===== src/rtl/data_memory_reader.sv =====
// Strided read sweep over the data-memory stack segment.
// Words stream out on valid/ready with a running checksum.
module data_memory_reader #(
  parameter logic [31:0] ADDR_LOWER_LIMIT = 32'h7FFF0000,
  parameter logic [31:0] ADDR_UPPER_LIMIT = 32'h7FFFFFFC,
  parameter int          COUNT_WIDTH      = 16
) (
  input  logic                   clk,
  input  logic                   rst,
  input  logic                   start,
  input  logic [31:0]            base_addr,
  input  logic [COUNT_WIDTH-1:0] word_count,
  input  logic [15:0]            stride,
  output logic                   mem_write,
  output logic [31:0]            mem_address,
  output logic [31:0]            mem_write_data,
  input  logic [31:0]            mem_read_data,
  output logic                   out_valid,
  input  logic                   out_ready,
  output logic [31:0]            out_data,
  output logic [31:0]            out_addr,
  output logic                   out_last,
  output logic                   busy,
  output logic                   done,
  output logic                   error,
  output logic [31:0]            checksum,
  output logic [COUNT_WIDTH-1:0] words_read
);

  typedef enum logic [2:0] {
    IDLE, CHECK, READ, HOLD, DONE
  } state_t;

  state_t                 state;
  state_t                 state_nx;
  logic [31:0]            cur_addr;
  logic [COUNT_WIDTH-1:0] remaining;
  logic [15:0]            stride_q;
  logic                   ovf;
  logic                   addr_bad;
  logic                   hs;
  logic                   last_word;
  logic [32:0]            next_addr;

  assign addr_bad  = (cur_addr[1:0] != 2'b00)
                   || (cur_addr < ADDR_LOWER_LIMIT)
                   || (cur_addr > ADDR_UPPER_LIMIT)
                   || ovf;
  assign hs        = out_valid && out_ready;
  assign last_word = (remaining == COUNT_WIDTH'(1));
  // Carry out of the 33-bit add flags a wrap past 2^32.
  assign next_addr = {1'b0, cur_addr} + {17'd0, stride_q};

  always_ff @(posedge clk or posedge rst) begin
    if (rst) state <= IDLE;
    else     state <= state_nx;
  end

  always_comb begin
    state_nx = state;
    unique case (state)
      IDLE: begin
        if (start)
          state_nx = (word_count != '0) ? CHECK : DONE;
      end
      CHECK:   state_nx = addr_bad ? DONE : READ;
      READ:    state_nx = HOLD;
      HOLD: begin
        if (hs) state_nx = last_word ? DONE : CHECK;
      end
      DONE:    state_nx = IDLE;
      default: state_nx = IDLE;
    endcase
  end

  always_comb begin
    mem_write      = 1'b0;
    mem_write_data = 32'd0;
    busy           = (state != IDLE);
    done           = (state == DONE);
  end

  always_ff @(posedge clk or posedge rst) begin
    if (rst) begin
      cur_addr    <= '0;
      remaining   <= '0;
      stride_q    <= '0;
      ovf         <= 1'b0;
      mem_address <= '0;
      out_valid   <= 1'b0;
      out_data    <= '0;
      out_addr    <= '0;
      out_last    <= 1'b0;
      error       <= 1'b0;
      checksum    <= '0;
      words_read  <= '0;
    end else begin
      unique case (state)
        IDLE: begin
          if (start) begin
            cur_addr   <= base_addr;
            remaining  <= word_count;
            stride_q   <= stride;
            ovf        <= 1'b0;
            error      <= 1'b0;
            checksum   <= '0;
            words_read <= '0;
          end
        end
        CHECK: begin
          if (addr_bad) error       <= 1'b1;
          else          mem_address <= cur_addr;
        end
        READ: begin
          out_data  <= mem_read_data;
          out_addr  <= cur_addr;
          out_last  <= last_word;
          out_valid <= 1'b1;
        end
        HOLD: begin
          if (hs) begin
            out_valid  <= 1'b0;
            checksum   <= checksum + out_data;
            words_read <= words_read + COUNT_WIDTH'(1);
            remaining  <= remaining - COUNT_WIDTH'(1);
            cur_addr   <= next_addr[31:0];
            if (next_addr[32]) ovf <= 1'b1;
          end
        end
        default: ;
      endcase
    end
  end

endmodule


===== config.mk =====
export PLATFORM = sky130hd
export DESIGN_NAME = data_memory_reader
export DESIGN_NICKNAME = d
export VERILOG_FILES = /design/src/rtl/data_memory_reader.sv
export SDC_FILE = /design/constraint.sdc
export NUM_CORES = 1
export LEC_CHECK = 0
export BUFFER_PORTS_ARGS = -buffer_cell sky130_fd_sc_hd__buf_4
export CORE_MARGIN = 3
export CORE_UTILIZATION = 55
export CTS_CLUSTER_DIAMETER = 200
export DETAILED_ROUTE_END_ITERATION = 10
export PLACE_DENSITY = 0.82
export SETUP_SLACK_MARGIN = 0.3
export SLEW_MARGIN = 20
export SYNTH_ARGS = -nofsm -noshare
export SYNTH_HDL_FRONTEND = slang
export SYNTH_SLANG_ARGS = --single-unit
export TNS_END_PERCENT = 20

===== constraint.sdc =====
create_clock -name clk -period 9.6 [get_ports clk]
set_clock_uncertainty 0.2 [all_clocks]
set_input_delay 0.48 -clock clk [delete_from_list [all_inputs] [get_ports clk]]
set_output_delay 0.48 -clock clk [all_outputs]
set_load 0.03 [all_outputs]

==> reports/qor.txt, run 1 <==
Tightest Pin Transition: 1000 ps
Area Growth Syn to Fin: 30.4%
HPWL reported at the end of detailed placement: 20200 um
Total area of multi-input combinational cells: 5590 um^2
Endpoints failing hold: 0
Vias in the first global route: 9639
Die ar.: 22300 um^2
DRC violations left: 0
Final Slew Violations: 0
Detailed-route vias per instance: 5.74
Clock Path Buffers: 3
Cells after Synth: 1076
CTS clock-pin slew for the worst setup and hold paths: 60 ps
Slew HR: 0.331
Final worst path period share: 0.358
Sequential area share after synthesis: 0.475
Clk sink count: 215
Biggest fanout along the worst timing path: 7
Result of the run: completed
Number of core rows: 51
Maximum capacitance violations: 0
Ranking of synthesized cells by area: sky130_fd_sc_hd__dfrtp_1 (48%), sky130_fd_sc_hd__mux2_2 (9.4%), sky130_fd_sc_hd__ha_1 (5.5%), sky130_fd_sc_hd__o21ai_0 (3.8%), sky130_fd_sc_hd__nand2_1 (3.4%)
GRT overflow: 0
Boundary Pins: 282
Routed wire length per instance: 18.6 um
Arr. time, crit path: 3620 ps
First-pass iteration count of the detailed router: 5
Maximum number of pins on one net before global-route repair: 152
Post-CTS setup-driven buffer insertion count: 0
DR vias: 9554
Register Area: 5380 um^2
Fraction of layout instances using a drive strength above 1: 0.308
Vert. Die Dim: 149 um
Setup violators final: 0
Filler cell count: 1367
CP max stage cell: sky130_fd_sc_hd__dfrtp_1
Port-buffer cells: 248
Final Routed Wirelength: 31000 um
Yosys warning count: 0
Crit path time final: 3440 ps
Synth area leader: sky130_fd_sc_hd__dfrtp_1
Delay of the slowest cell on the worst path: 420 ps
Leakage power of the design: 0.00744 uW
Nature of the critical path endpoint: register
Root buffer cell: sky130_fd_sc_hd__clkbuf_16
Number of synthesized register bits: 215
Number of clock buffers inserted by TritonCTS: 24
Number of enable-type register cells in the synthesized netlist: 0
Effective utilization at floorplan: 0.570
CP Class: register to register
Number of nets in the layout: 1536
Number of library cell types mapped by synthesis: 75
Setup repair after global routing missed its margin: false
Worst Hold Margin: 16.8 ps
Deepest level of the CTS H-tree: 1
CTS tree: built
Share of async-settable or async-resettable flops after synthesis: 1.00
Final antenna-violating net count: 0
First-pass GRT wire length: 49300 um
Data required time at the worst endpoint: 9780 ps
Final sum of negative setup slack: 0 ps
Antenna cell count: 0
Cell family with most CP delay: compound AO/OA/AOI/OAI gates
Initial DRC count: 554
Aggregate global-route resource usage: 0.271
Share of the synthesized area in the top cell type: 0.475
Chain of cells forming the critical path: ha_1, fa_1, a21o_1, a21oi_2, o21ai_2, a311oi_2, o31a_1, a211o_2, nor2_1, and3_1, nor3b_1, a221o_1
Critical path buffer and inverter count: 0
Post-synth top flop: sky130_fd_sc_hd__dfrtp_1
Number of antenna violations at the first check in global routing: 0
Mean instance size in the synthesized netlist: 10.5 um^2
Number of gates given a new drive strength after cts: 0
Cts-stage hold buffer count: 67
Worst VDD drop: 0.167 mV
Core box area: 19800 um^2
Horizontal extent of the die: 149 um
Clock insertion delay at the later pin of the skew report: 510 ps
Tightest Hold Check Type: input port to register
P per Cell Area: 207 nW/um^2
Max Fclk: 0.291 GHz
Synthesized cell area: 11300 um^2
Type of element launching the critical path: register
Routability cong.: 0.902
==> kinds of logic (layout without fill, tap and decap cells) <==
kind of cell,Yosys count,after routing,synth area share
and+or+nand+nor,293,293,0.128
AOI/OAI and AO/OA,269,269,0.158
DFF,215,215,0.475
buffers and inverters,97,389,0.0436
muxes,94,94,0.0935
xor gates and xnor gates,55,55,0.0426
adders and majority gates,52,52,0.0588
other,1,33,0.000331
==> through the flow <==
step / total power [uW] / area [um^2] / util / worst slack, ps / std cells
6_report: 3060 / 14800 / 0.744 / 6160 / 1665
5_1_grt: 3240 / 14800 / 0.744 / 5870 / 1665
4_1_cts: 3060 / 14700 / 0.743 / 6200 / 1664
3_5_place_dp: 2150 / 13300 / 0.671 / 6230 / 1555
3_3_place_gp: 2120 / 13300 / 0.671 / 6320 / 1555
2_1_floorplan: 1920 / 11400 / - / 3040 / 1108
==> placed cells by master (no fill, tap or decap), drive strengths merged, types with 7 or more instances in the layout <==
cell | synthesis | layout
buf | 40 | 256
dfrtp | 215 | 215
nand2 | 101 | 101
o21ai | 95 | 95
mux2 | 94 | 94
dlygate4sd3 | 0 | 68
nor2 | 65 | 65
ha | 50 | 50
a21oi | 48 | 48
clkbuf | 34 | 36
conb | 1 | 33
xor2 | 28 | 28
xnor2 | 27 | 27
nand3 | 25 | 25
a21o | 24 | 24
inv | 23 | 22
nor3 | 19 | 19
or2 | 18 | 18
a22oi | 17 | 17
a221o | 14 | 14
nor4 | 13 | 13
o211ai | 10 | 10
nor2b | 9 | 9
nand2b | 8 | 8
o21bai | 7 | 7
clkinv | 0 | 7
==> state kept, by name (all words and copies together) (netlist names), 16 cells and up <==
name and flops:
checksum 32, remaining 16, mem_address 32, out_data 32, stride_q 16, cur_addr 32
out_addr 32, words_read 16
==> final cells by class <==
cell class / instances / area share
timing repair buffer: 324 / 0.176
multi-input combinational: 796 / 0.379
tap: 265 / 0.0225
inverter: 23 / 0.00670
sequential: 215 / 0.365
clock buffer: 36 / 0.0486
clock inverter: 6 / 0.00229
==> tightest hold or removal path, delay by kind of cell <==
family                 cells  cell delay, ps
buffers and inverters      1              80
AND/OR/NAND/NOR            2             130
==> final timing paths <==
| check | from | slack (ps) | depth (start not counted) | to |
|---|---|---|---|---|
| max | cur_addr[0]$_DFFE_PP0P_ | 6160 | 12 | cur_addr[30]$_DFFE_PP0P_ |
| min | base_addr[13] | 20 | 3 | cur_addr[13]$_DFFE_PP0P_ |
| max reg2reg | cur_addr[0]$_DFFE_PP0P_ | 6160 | 12 | cur_addr[30]$_DFFE_PP0P_ |
| min reg2reg | mem_address[23]$_DFFE_PP0P_ | 270 | 1 | mem_address[23]$_DFFE_PP0P_ |
| max in group asynchronous | rst | 7360 | 4 | out_addr[5]$_DFFE_PP0P_ |
| min in group asynchronous | rst | 480 | 3 | remaining[12]$_DFFE_PP0P_ |
==> synthesized netlist by cell type (23+ instances only) <==
master	n
sky130_fd_sc_hd__dfrtp_1	215
sky130_fd_sc_hd__o21ai_0	87
sky130_fd_sc_hd__a21oi_1	47
sky130_fd_sc_hd__buf_4	33
sky130_fd_sc_hd__nor2_1	65
sky130_fd_sc_hd__a21o_1	24
sky130_fd_sc_hd__mux2_2	94
sky130_fd_sc_hd__xnor2_1	27
sky130_fd_sc_hd__nand2_1	101
sky130_fd_sc_hd__clkbuf_1	34
sky130_fd_sc_hd__xor2_1	28
sky130_fd_sc_hd__inv_1	23
sky130_fd_sc_hd__ha_1	50
sky130_fd_sc_hd__nand3_1	25
==> where the power goes <==
part | leakage, uW | internal, uW | switching [uW]
logic | 0.00419 | 432 | 552
registers | 0.00288 | 1050 | 158
clock network | 0.000375 | 513 | 361
total | 0.00744 | 1990 | 1070
==> metal layers <==
layer	track usage	vias up	wire, um
met1	0.346	4675	12500
met5	0	-	0
li1	-	4432	-
met4	0.109	0	1240
met2	0.462	373	15400
met3	0.0439	74	1840
Note: power is estimated with default switching activity, not from simulation.
==> run 2: changes to the inputs <==
--- a/config.mk
+++ b/config.mk
@@ -5,12 +5,13 @@
 export SDC_FILE = /design/constraint.sdc
 export NUM_CORES = 1
 export LEC_CHECK = 0
+export ABC_AREA = 1
 export BUFFER_PORTS_ARGS = -buffer_cell sky130_fd_sc_hd__buf_4
 export CORE_MARGIN = 3
 export CORE_UTILIZATION = 55
 export CTS_CLUSTER_DIAMETER = 200
 export DETAILED_ROUTE_END_ITERATION = 10
-export PLACE_DENSITY = 0.82
+export PLACE_DENSITY = 0.81
 export SETUP_SLACK_MARGIN = 0.3
 export SLEW_MARGIN = 20
 export SYNTH_ARGS = -nofsm -noshare
==> constraint.sdc (replaced) <==
create_clock -name clk -period 3.23 [get_ports clk]
set_clock_uncertainty 0.2 [all_clocks]
set_input_delay 0.1615 -clock clk [delete_from_list [all_inputs] [get_ports clk]]
set_output_delay 0.1615 -clock clk [all_outputs]
set_load 0.03 [all_outputs]
==> run 2 against run 1 <==
Worst setup slack got worse by 5400 ps. Power rose to 3.2 times the previous value. Die area rose by 13%. Largest power group unchanged. Via count rose by 33%. Flip-flop and latch count did not move. Clock-buffer cell count did not move. Fmax rose by 38%.
==> reports/qor.txt, run 2 <==
Number of core rows: 55
Routed wire length per instance: 17.1 um
Vias in the first global route: 12882
Most frequent standard cell in the layout excluding fill and tap cells: sky130_fd_sc_hd__nand2_1
Tightest Hold Check Type: input port to register
Max Fclk: 0.400 GHz
Commonest cells after routing, fill and taps aside: sky130_fd_sc_hd__nand2_1 (539), sky130_fd_sc_hd__buf_4 (255), sky130_fd_sc_hd__inv_1 (225)
Mean instance size in the synthesized netlist: 7.52 um^2
Setup repair after global routing missed its margin: false
Sequential area share after synthesis: 0.419
Root buffer cell: sky130_fd_sc_hd__clkbuf_16
Share of async-settable or async-resettable flops after synthesis: 1.00
Crit path time final: 2500 ps
Commonest cells in the netlist: sky130_fd_sc_hd__nand2_1 (540), sky130_fd_sc_hd__inv_1 (226), sky130_fd_sc_hd__dfrtp_1 (215)
Yosys warning count: 0
Worst VDD drop: 0.452 mV
CTS tree: built
Final Routed Wirelength: 40700 um
Total chip power: 9820 uW
Switching power summed over all nets: 3850 uW
Antenna cell count: 0
CP Class: register to register
Maximum number of pins on one net before global-route repair: 57
Type of element launching the critical path: register
Fraction of layout instances using a drive strength above 1: 0.179
Number of nets in the layout: 2203
Cells after Synth: 1707
First-pass iteration count of the detailed router: 6
Core box area: 22800 um^2
Slew HR: 0.375
Data required time at the worst endpoint: 3500 ps
Horizontal extent of the die: 159 um
Clock Path Buffers: 3
Nature of the critical path endpoint: register
Power share of the sequential group: 0.355
Internal power: 5970 uW
Share of power burned in the clock network: 0.290
Initial DRC count: 921
Synthesized cell area: 12800 um^2
Area Growth Syn to Fin: 30.4%
First-pass GRT wire length: 65600 um
Final worst path period share: 0.774
GRT overflow: 0
Biggest fanout along the worst timing path: 36
Clk sink count: 215
DRC violations left: 0
Final sum of negative setup slack: 0 ps
Endpoints failing hold: 0
Switching power as a share of total power: 0.392
Detailed-route vias per instance: 5.34
Routability cong.: 0.957
Boundary Pins: 282
Deepest level of the CTS H-tree: 1
Ranking of synthesized cells by area: sky130_fd_sc_hd__dfrtp_1 (42%), sky130_fd_sc_hd__nand2_1 (16%), sky130_fd_sc_hd__inv_1 (6.6%), sky130_fd_sc_hd__ha_1 (4.9%), sky130_fd_sc_hd__nand3_1 (3.9%)
HPWL reported at the end of detailed placement: 29000 um
Number of enable-type register cells in the synthesized netlist: 0
Final antenna-violating net count: 0
Post-synth top flop: sky130_fd_sc_hd__dfrtp_1
P per Cell Area: 587 nW/um^2
Tightest Pin Transition: 936 ps
CTS clock-pin slew for the worst setup and hold paths: 60 ps
Number of synthesized register bits: 215
Minimum setup slack among reg-to-reg paths: 730 ps
DR vias: 12732
Result of the run: completed
Aggregate global-route resource usage: 0.316
Share of the synthesized area in the top cell type: 0.419
Port-buffer cells: 248
Die ar.: 25200 um^2
Setup violators final: 0
Clock insertion delay at the later pin of the skew report: 530 ps
Synth area leader: sky130_fd_sc_hd__dfrtp_1
Final Slew Violations: 0
Filler cell count: 1758
Number of library cell types mapped by synthesis: 52
Number of clock buffers inserted by TritonCTS: 25
Top-count cell post-synth: sky130_fd_sc_hd__nand2_1
Effective utilization at floorplan: 0.564
Leakage power of the design: 0.00897 uW
Maximum capacitance violations: 0
Combinational Power Share: 0.355
Arr. time, crit path: 2770 ps
Number of antenna violations at the first check in global routing: 0
Vert. Die Dim: 159 um
run 2: changes by cell type in the layout (fill, tap and decap cells not counted), moves of 16 or more:
cell / before / now
sky130_fd_sc_hd__a21o_1: 23 / 1
sky130_fd_sc_hd__a21oi_1: 46 / 69
sky130_fd_sc_hd__a22oi_1: 16 / 33
sky130_fd_sc_hd__dlygate4sd3_1: 68 / 99
sky130_fd_sc_hd__inv_1: 22 / 225
sky130_fd_sc_hd__mux2_2: 94 / 32
sky130_fd_sc_hd__nand2_1: 101 / 539
sky130_fd_sc_hd__nand3_1: 24 / 98
sky130_fd_sc_hd__nor2_1: 63 / 116
sky130_fd_sc_hd__xnor2_1: 27 / 10
sky130_fd_sc_hd__xor2_1: 28 / 12
run 2: per-stage QoR:
step / util / instance area (um^2) / std cells / hold slack [ps] / worst slack, ps
2_1_floorplan: - / 13000 / 1739 / 78.1 / 70.4
3_3_place_gp: 0.655 / 14900 / 2238 / 165 / 778
3_5_place_dp: 0.655 / 14900 / 2238 / 172 / 763
4_1_cts: 0.735 / 16700 / 2383 / 162 / 743
5_1_grt: 0.735 / 16700 / 2383 / 197 / 520
6_report: 0.735 / 16700 / 2383 / 180 / 730
run 2: kinds of logic (layout without fill, tap and decap cells):
logic type / Yosys count / count (layout) / share of synthesized area
fa+ha+maj: 52 / 52 / 0.0519
buf+inv: 308 / 639 / 0.106
other cells: 1 / 33 / 0.000292
flops: 215 / 215 / 0.419
xor+xnor: 22 / 22 / 0.0150
mux: 32 / 32 / 0.0281
compound gates: 250 / 250 / 0.111
simple gates: 827 / 827 / 0.268
run 2: layout make-up:
class / count / area [um^2] / area share
Sequential cell: 215 / 5380 / 0.321
Clock inverter: 10 / 93.8 / 0.00560
Timing Repair Buffer: 360 / 3030 / 0.181
Multi-Input combinational cell: 1216 / 6230 / 0.372
Inverter: 233 / 881 / 0.0526
Clock buffer: 36 / 737 / 0.0440
Tap cell: 313 / 392 / 0.0234
run 2: worst paths after layout:
check,cells past startpoint,to,start
worst max-delay path,7,mem_address[29]$_DFFE_PP0P_,cur_addr[27]$_DFFE_PP0P_
worst min-delay path,4,stride_q[9]$_DFFE_PP0P_,stride[9]
worst max register to register,7,mem_address[29]$_DFFE_PP0P_,cur_addr[27]$_DFFE_PP0P_
worst min register to register,2,mem_address[16]$_DFFE_PP0P_,mem_address[16]$_DFFE_PP0P_
max in group asynchronous,4,cur_addr[30]$_DFFE_PP0P_,rst
min in group asynchronous,3,remaining[10]$_DFFE_PP0P_,rst
run 2: layer usage:
layer	GRT usage	vias up	wire, um
met2	0.563	486	20500
li1	-	6116	-
met3	0.0582	125	2640
met5	0	-	0
met1	0.369	6005	15700
met4	0.144	0	1860
run 2: worst max-delay path: stages, from the launching register on:
cell and delay [ps]:
sky130_fd_sc_hd__dfrtp_1 400, sky130_fd_sc_hd__nand2_1 140, sky130_fd_sc_hd__inv_1 150, sky130_fd_sc_hd__nand3_1 130, sky130_fd_sc_hd__nor4_2 270, sky130_fd_sc_hd__nand3_2 620, sky130_fd_sc_hd__buf_4 430, sky130_fd_sc_hd__nand2_1 80
run 2: power by group through the flow:
| stage | logic (uW) | registers [uW] | clock network (uW) |
|---|---|---|---|
| final | 3490 | 3490 | 2850 |
| after global routing | 3870 | 3530 | 3000 |
| after CTS | 3440 | 3470 | 2890 |
| after detailed placement | 3330 | 3510 | 0 |
| after global placement | 3260 | 3500 | 0 |
| after floorplan | 2480 | 3450 | 0 |
run 2: timing repair:
action	CTS	global route
gates resized for setup	0	0
buffers inserted	0	0
hold endpoints to repair	131	0
hold buffers	99	0
